<file path="src/rtl/tlul_host_arb_pkg.sv">
// Shared types for the TL-UL host-port arbiter: bus structs, FSM states and sizing helpers.
package tlul_host_arb_pkg;

  localparam int unsigned TL_AW  = 32;
  localparam int unsigned TL_DW  = 32;
  localparam int unsigned TL_AIW = 8;
  localparam int unsigned TL_DIW = 1;
  localparam int unsigned TL_SZW = 2;
  localparam int unsigned TL_DBW = TL_DW / 8;

  typedef struct packed {
    logic              a_valid;
    logic [2:0]        a_opcode;
    logic [2:0]        a_param;
    logic [TL_SZW-1:0] a_size;
    logic [TL_AIW-1:0] a_source;
    logic [TL_AW-1:0]  a_address;
    logic [TL_DBW-1:0] a_mask;
    logic [TL_DW-1:0]  a_data;
    logic              d_ready;
  } tl_h2d_t;

  typedef struct packed {
    logic              d_valid;
    logic [2:0]        d_opcode;
    logic [2:0]        d_param;
    logic [TL_SZW-1:0] d_size;
    logic [TL_AIW-1:0] d_source;
    logic [TL_DIW-1:0] d_sink;
    logic [TL_DW-1:0]  d_data;
    logic              d_error;
    logic              a_ready;
  } tl_d2h_t;

  typedef enum logic {StIdle, StLock} arb_state_e;

  function automatic int unsigned idx_w(input int unsigned n);
    return (n <= 1) ? 1 : $clog2(n);
  endfunction

endpackage

</file>
<file path="src/rtl/prim_rr_pick.sv">
// Combinational round-robin picker: first requester at or after ptr_i, wrapping at N-1.
module prim_rr_pick #(
  parameter int unsigned N    = 3,
  parameter int unsigned IdxW = 2
) (
  input  logic [N-1:0]    req_i,
  input  logic [IdxW-1:0] ptr_i,
  output logic [IdxW-1:0] gnt_o,
  output logic            any_o
);

  int j;

  always_comb begin
    gnt_o = '0;
    any_o = 1'b0;
    j     = 0;
    // Scan farthest offset first so the nearest requester overwrites and wins.
    for (int k = int'(N) - 1; k >= 0; k--) begin
      j = (int'(ptr_i) + k) % int'(N);
      if (req_i[j]) begin
        gnt_o = IdxW'(j);
        any_o = 1'b1;
      end
    end
  end

endmodule

</file>
<file path="src/rtl/tlul_host_arb.sv">
// Shares one xbar TL-UL host port between NumHosts requesters: RR arbitration on A with the
// grant locked until acceptance, D routed back by source tag, per-host outstanding throttle.
module tlul_host_arb
  import tlul_host_arb_pkg::*;
#(
  parameter int unsigned NumHosts = 3,
  parameter int unsigned MaxOutst = 4,
  parameter int unsigned SrcW     = 5
) (
  input  logic    clk_i,
  input  logic    rst_i,
  input  tl_h2d_t tl_h_i [NumHosts],
  output tl_d2h_t tl_h_o [NumHosts],
  output tl_h2d_t tl_x_o,
  input  tl_d2h_t tl_x_i,
  output logic    busy_o,
  output logic    src_err_o
);

  localparam int unsigned IdxW = idx_w(NumHosts);
  localparam int unsigned CntW = $clog2(MaxOutst + 1);
  localparam logic [CntW-1:0] MaxCnt = CntW'(MaxOutst);

  arb_state_e      state_q, state_d;
  logic [IdxW-1:0] ptr_q, ptr_d;
  logic [IdxW-1:0] gnt_q, gnt_d;
  logic [CntW-1:0] cnt_q [NumHosts];
  logic [CntW-1:0] cnt_d [NumHosts];
  logic            busy_q, busy_d;
  logic            err_q, err_d;

  logic [NumHosts-1:0] elig;
  logic [IdxW-1:0]     pick_idx;
  logic                pick_any;

  always_comb begin
    for (int i = 0; i < int'(NumHosts); i++) begin
      elig[i] = tl_h_i[i].a_valid && (cnt_q[i] < MaxCnt);
    end
  end

  prim_rr_pick #(
    .N    (NumHosts),
    .IdxW (IdxW)
  ) u_pick (
    .req_i (elig),
    .ptr_i (ptr_q),
    .gnt_o (pick_idx),
    .any_o (pick_any)
  );

  // A path: current owner is the locked grant or, in idle, the zero-cycle pick.
  logic [IdxW-1:0]   cur;
  logic              fwd;
  tl_h2d_t           a_sel;
  logic [TL_AIW-1:0] src_tag;
  logic              tag_err;
  logic              accept;

  always_comb begin
    cur   = (state_q == StLock) ? gnt_q : pick_idx;
    fwd   = !rst_i && ((state_q == StLock) || pick_any);
    a_sel = '0;
    for (int i = 0; i < int'(NumHosts); i++) begin
      if (cur == IdxW'(i)) a_sel = tl_h_i[i];
    end
    src_tag                 = '0;
    src_tag[SrcW-1:0]       = a_sel.a_source[SrcW-1:0];
    src_tag[SrcW +: IdxW]   = cur;
    tag_err                 = |a_sel.a_source[TL_AIW-1:SrcW];
  end

  // D path: decode the owning host from the tag bits.
  logic [IdxW-1:0]   d_idx;
  logic              d_bad;
  logic              d_rdy_sel;
  logic              d_cnt_zero;
  logic              d_fire;
  logic [TL_AIW-1:0] d_src_low;

  always_comb begin
    d_idx      = tl_x_i.d_source[SrcW +: IdxW];
    d_bad      = int'(d_idx) >= int'(NumHosts);
    d_rdy_sel  = 1'b0;
    d_cnt_zero = 1'b0;
    for (int i = 0; i < int'(NumHosts); i++) begin
      if (d_idx == IdxW'(i)) begin
        d_rdy_sel  = tl_h_i[i].d_ready;
        d_cnt_zero = (cnt_q[i] == '0);
      end
    end
    d_src_low           = '0;
    d_src_low[SrcW-1:0] = tl_x_i.d_source[SrcW-1:0];
  end

  always_comb begin
    tl_x_o          = a_sel;
    tl_x_o.a_valid  = fwd && a_sel.a_valid;
    tl_x_o.a_source = src_tag;
    tl_x_o.d_ready  = !rst_i && (d_bad || d_rdy_sel);
    accept          = tl_x_o.a_valid && tl_x_i.a_ready;
    d_fire          = tl_x_i.d_valid && tl_x_o.d_ready;
  end

  always_comb begin
    for (int i = 0; i < int'(NumHosts); i++) begin
      tl_h_o[i]          = tl_x_i;
      tl_h_o[i].a_ready  = fwd && (cur == IdxW'(i)) && tl_x_i.a_ready;
      tl_h_o[i].d_valid  = !rst_i && tl_x_i.d_valid && !d_bad && (d_idx == IdxW'(i));
      tl_h_o[i].d_source = d_src_low;
    end
  end

  always_comb begin
    state_d = state_q;
    gnt_d   = gnt_q;
    ptr_d   = ptr_q;
    err_d   = 1'b0;
    unique case (state_q)
      StIdle: begin
        if (pick_any) begin
          err_d = tag_err;
          if (!tl_x_i.a_ready) begin
            state_d = StLock;
            gnt_d   = pick_idx;
          end
        end
      end
      StLock: begin
        if (!a_sel.a_valid) begin
          state_d = StIdle;
          err_d   = 1'b1;
        end else if (tl_x_i.a_ready) begin
          state_d = StIdle;
        end
      end
      default: state_d = StIdle;
    endcase
    if (accept) begin
      ptr_d = (cur == IdxW'(NumHosts - 1)) ? '0 : cur + IdxW'(1);
    end
    if (d_fire && (d_bad || d_cnt_zero)) err_d = 1'b1;
  end

  always_comb begin
    busy_d = 1'b0;
    for (int i = 0; i < int'(NumHosts); i++) begin
      logic inc, dec;
      inc = accept && (cur == IdxW'(i));
      dec = d_fire && !d_bad && (d_idx == IdxW'(i)) && (cnt_q[i] != '0);
      unique case ({inc, dec})
        2'b10:   cnt_d[i] = cnt_q[i] + CntW'(1);
        2'b01:   cnt_d[i] = cnt_q[i] - CntW'(1);
        default: cnt_d[i] = cnt_q[i];
      endcase
      if (cnt_d[i] != '0) busy_d = 1'b1;
    end
  end

  always_ff @(posedge clk_i) begin
    if (rst_i) begin
      state_q <= StIdle;
      ptr_q   <= '0;
      gnt_q   <= '0;
      busy_q  <= 1'b0;
      err_q   <= 1'b0;
      for (int i = 0; i < int'(NumHosts); i++) cnt_q[i] <= '0;
    end else begin
      state_q <= state_d;
      ptr_q   <= ptr_d;
      gnt_q   <= gnt_d;
      busy_q  <= busy_d;
      err_q   <= err_d;
      for (int i = 0; i < int'(NumHosts); i++) cnt_q[i] <= cnt_d[i];
    end
  end

  assign busy_o    = busy_q;
  assign src_err_o = err_q;

endmodule

</file>
<file path="config.mk">
export PLATFORM = sky130hd
export DESIGN_NAME = tlul_host_arb
export DESIGN_NICKNAME = d
export VERILOG_FILES = /design/src/rtl/tlul_host_arb_pkg.sv /design/src/rtl/prim_rr_pick.sv /design/src/rtl/tlul_host_arb.sv
export SDC_FILE = /design/constraint.sdc
export NUM_CORES = 1
export LEC_CHECK = 0
export BUFFER_PORTS_ARGS = -buffer_cell sky130_fd_sc_hd__buf_4
export CORE_AREA = 4 4 212 214
export CTS_CLUSTER_SIZE = 12
export DETAILED_ROUTE_END_ITERATION = 8
export DIE_AREA = 0 0 216 218
export PLACE_DENSITY = 0.39
export SYNTH_ARGS = -nofsm -noshare
export SYNTH_HDL_FRONTEND = slang
export SYNTH_SLANG_ARGS = --single-unit
</file>
<file path="constraint.sdc">
create_clock -name clk_i -period 8.31 [get_ports clk_i]
set_input_delay 1.662 -clock clk_i [delete_from_list [all_inputs] [get_ports clk_i]]
set_output_delay 1.662 -clock clk_i [all_outputs]
set_load 0.02 [all_outputs]
</file>
# After elaboration in Yosys (flattened, before gate mapping)
# Memories as Yosys holds them, arrays and structs flattened.
# Cells that the tools add are included.
# word_totals
wordCells	134
out_inout_bits	244
mem_bits_rw	9
romBits	0
latchBits	0
inputBits	312
mem_count	1
reg_bits	7
# op_classes
n_reduce_logical	48
addsub	9
muxes	46
shifts	0
n_eq_ne	10
multipliers	0
n_lt_le_gt_ge	7
bitwise	5
n_div	3
# memory_table
name	words	word_bits	rd	rd_clocked_by_memory_dff	write_ports	line_no	rtl
cnt_q	3	3	3	0	3	tlul_host_arb.sv:27	logic [CntW-1:0] cnt_q [NumHosts];
# op_table
op	n
$mux 86	3
$lt 32x4->1 const B	3
$mod 32x3->32 const B	2
$mod 3x3->32 const B	1
$logic_and 1x1->1	30
$mux 1	27
$pmux 3 s2	3
$reduce_bool 3->1	6
$eq 2x1->1 const B	5
$eq 2x2->1 const B	5
$mux 2	5
$add 3x1->3 const B	3
$logic_not 3->1	3
$lt 3x3->1 const B	3
$mux 3	3
$sub 3x1->3 const B	3
$bmux 1 s2	3
$logic_not 2->1	2
$pmux 1 s2	2
$add 2x1->3 const B	1
$add 2x2->3 const B	1
$logic_or 1x1->1	3
$or 1x1->1	3
$reduce_and 3->1	1
5 further kinds	7

# Logic depth before layout (Yosys ltp)
# An unclocked memory read counts as a cell.
# depth
ltp_word	23
depth_mapped	18
mapped_depth_nobuf	16

# By module
# Synthesis repeated with hierarchy kept, for this count alone.
# unflattened
cells_unflattened	582
hier_area_um2	4127.7
# modules_own_cells
module	seq_area_each_um2	area_each_um2	instances	cells_each
tlul_host_arb	320.3	3905.0	1	553
prim_rr_pick	0.0	222.7	1	29

# Least setup slack after synthesis
# No wires, ideal clock.
# synth_timing
path_type	input to output
from	input tl_h_i[257] (netlist bit)
to	output tl_x_o[77] (netlist bit)
path_stages	8
path_slack_ns	3.336
path_buffers	2
arrival_time_ns	3.312
t_required_ns	6.648
cell_sequence	nand2b_1 -> maj3_2 -> o211ai_1 -> nand2_1 -> buf_2 -> buf_2 -> mux2i_1 -> o21ai_0
# synth_lines
item	line_no	rtl
from (decl)	tlul_host_arb.sv:12	input tl_h2d_t tl_h_i [NumHosts],
to (decl)	tlul_host_arb.sv:14	output tl_h2d_t tl_x_o,

==> results.md <==
* Drt wl/cell at 17.2 um
* Slew HR at 0.382
* Share of cells above drive strength 1 at 0.476
* Row count at 76
* Final min period at 5940 ps
* Synth unique cells at 43
* Synth top area share at 0.280
* Syn Inst Count at 591
* Worst setup SP type: input pin
* DR pass1 iterations at 6
* Area leader, netlist: buf_4
* Number of synthesized flops with an enable pin at 0
* Hold depth at 2
* Fin Setup TNS at 0 ps
* Post-CTS resize count at 0
* Ys async rst share at 0
* Die H at 218 um
* Critical Path RT at 6650 ps
* Core area at 0.0429 sq mm
* Die W at 216 um
* Clock buffer depth at 2
* Via count at 4577
* Post-route DRC violation count at 0
* Status: finished clean
* Initial antenna violation count at 0
* CTS tree: yes
* Vias per cell at 3.34
* Final Cycle Share at 0.715
* H-tree depth at 1
* Starting Density at 0.0944
* Design Area, Final at 0.00637 sq mm
* Antenna Nets Post-Route at 0
* All-layer global routing usage at 0.0896
* Area contributors post-synth: buf_4 (28%), mux2i_1 (20%), o21ai_0 (10%)
* Routed WL at 23500 um
* Area post-placement at 0.00630 sq mm
* Largest net degree at the start of global routing at 45
* Yosys warnings at 0
* Placed insts at 1366
* Port bufs at 356
* Register area share after synthesis at 0.0791
* Number of global-route vias before repair at 4576
* Dpl hpwl at 20400 um
* Unrepaired setup endpoints after global routing: false
* Synthesized area per cell at 6.85 sq um
* Number of I/O pins at 556
* Grt total ovfl at 0
* Fin. Hold Viols at 0
* Reg clk slew, reported paths at 50 ps
* HP Class: flop to flop
* Pwr dens at 114 mW/mm^2
* Cell Area, Synth at 0.00405 sq mm
* Crit. End Element: output port
* Synth Register Bits at 16
* Synth-to-Final Area Change at 57.4%
* Worst vdd ir at 0.0570 mV
* Worst R2R Path Depth at 16
* Final RePlAce weighted congestion at 0.797
* CTS sink cnt at 16
* Fill cells at 4934
* Number of post-CTS setup repair buffers at 0
* CP Class: input pin to output port
* Worst Tran Pin Value at 926 ps
* Antenna cells at 0
* Count of final max-slew check failures at 0
* Clk root buf: clkbuf_16
* Cts hold-fix bufs at 0
* First-pass GRT wire length at 31900 um
* Max_cap viols at 0
* Die area at 0.0471 sq mm
* Layout Skew at 5.04 ps
* Footprint of the multi-input gates at 0.00245 sq mm
* WHS at 526 ps
* Max Fclk at 168 MHz
* Total CTS buffers at 3
* Register area at 320 sq um
* Clock latency at the later pin of the worst-skew pair at 240 ps
* Final setup viols at 0
* Arrival @ worst endpoint at 4280 ps
* Ys flop type: dfxtp_1
* Total Nets Final at 1106
* Crit path max fanout at 44
* Leakage at 2.73 nW
* Finished Layout Cells at 1369
* DRT iter0 DRCs at 195
cells by family after synthesis:
family | after synthesis | share of synthesized area
buf+inv | 199 | 0.330
simple gates | 157 | 0.167
compound gates | 115 | 0.159
mux | 85 | 0.211
flops | 16 | 0.0791
fa+ha+maj | 9 | 0.0331
xor+xnor | 9 | 0.0195
other cells | 1 | 0.000926
path summary, 6_finish.rpt:
check,from,endpoint,slack [ps]
max,tl_h_i[257],tl_x_o[51],2370
min,cnt_q[0][7],cnt_q[0][7],530
max reg2reg,ptr_q[0],busy_o,4140
min reg2reg,cnt_q[0][7],cnt_q[0][7],530
layout by cell type, fill, tap and decap left out, drive strengths merged, types with 4 or more instances in the layout:
cell	synthesis	final
buf	168	361
nand2	92	92
o21ai	87	87
mux2i	82	82
nor2	24	24
inv	19	19
dfxtp	16	16
nor3	11	11
conb	1	10
a21oi	6	6
and3	6	6
xor2	6	6
nand2b	5	5
ha	5	5
a211oi	5	5
nor2b	4	4
o211ai	4	4
power by group:
part	internal, mW	switching (mW)	leakage (nW)	total (mW)
Clock	0.0631	0.0291	0.0370	0.0922
Combinational	0.244	0.305	2.56	0.549
Sequential	0.0819	0.00437	0.130	0.0863
Total	0.389	0.339	2.73	0.728
state kept, by name, indices dropped and copies added (netlist names):
register,flops
src_err_o,1
busy_o,1
ptr_q,2
cnt_q,9
gnt_q,2
state_q,1
layer usage:
layer | routed length (um) | up-vias | part of all wire | GRT usage
met5 | 0 | - | 0 | 0
met4 | 262 | 0 | 0.011 | 0.0107
met3 | 2920 | 12 | 0.12 | 0.0407
met2 | 11400 | 343 | 0.48 | 0.154
met1 | 8990 | 1989 | 0.38 | 0.106
li1 | - | 2233 | - | -
layout make-up:
class                      count  share of cell area
clock buffer                   3              0.0118
inverter                      19              0.0112
multi-input combinational    385               0.385
sequential                    16              0.0503
tap                          585               0.115
timing repair buffer         361               0.427
synth_stat cells, drive strengths merged, types with 2 or more instances:
cell / n
nand2: 92
nand3: 3
a211oi: 5
or2: 2
o211a: 2
mux2: 3
inv: 19
nor3: 11
nand4: 2
ha: 5
o21ai: 87
dfxtp: 16
xnor2: 3
a21oi: 6
nor4: 3
nor2: 24
or4: 2
xor2: 6
clkbuf: 12
o211ai: 4
buf: 168
nor2b: 4
a31oi: 2
mux2i: 82
fa: 3
and3: 6
nand2b: 5
critical path, cell delays in order:
cell,delay (ps)
buf_4,120
nand2b_1,70
maj3_2,330
o211ai_1,290
nand2_4,460
buf_4,500
mux2i_1,160
o21ai_0,350
buf_4,230
through the flow:
stage / utilization / worst slack, ps / total power, mW
floorplan: - / 3340 / 0.448
global placement: 0.147 / 2350 / 0.655
detailed placement: 0.147 / 2310 / 0.656
CTS: 0.149 / 2300 / 0.752
global route: 0.149 / 2170 / 0.783
finish: 0.149 / 2370 / 0.728
(Power assumes the default switching activity.)
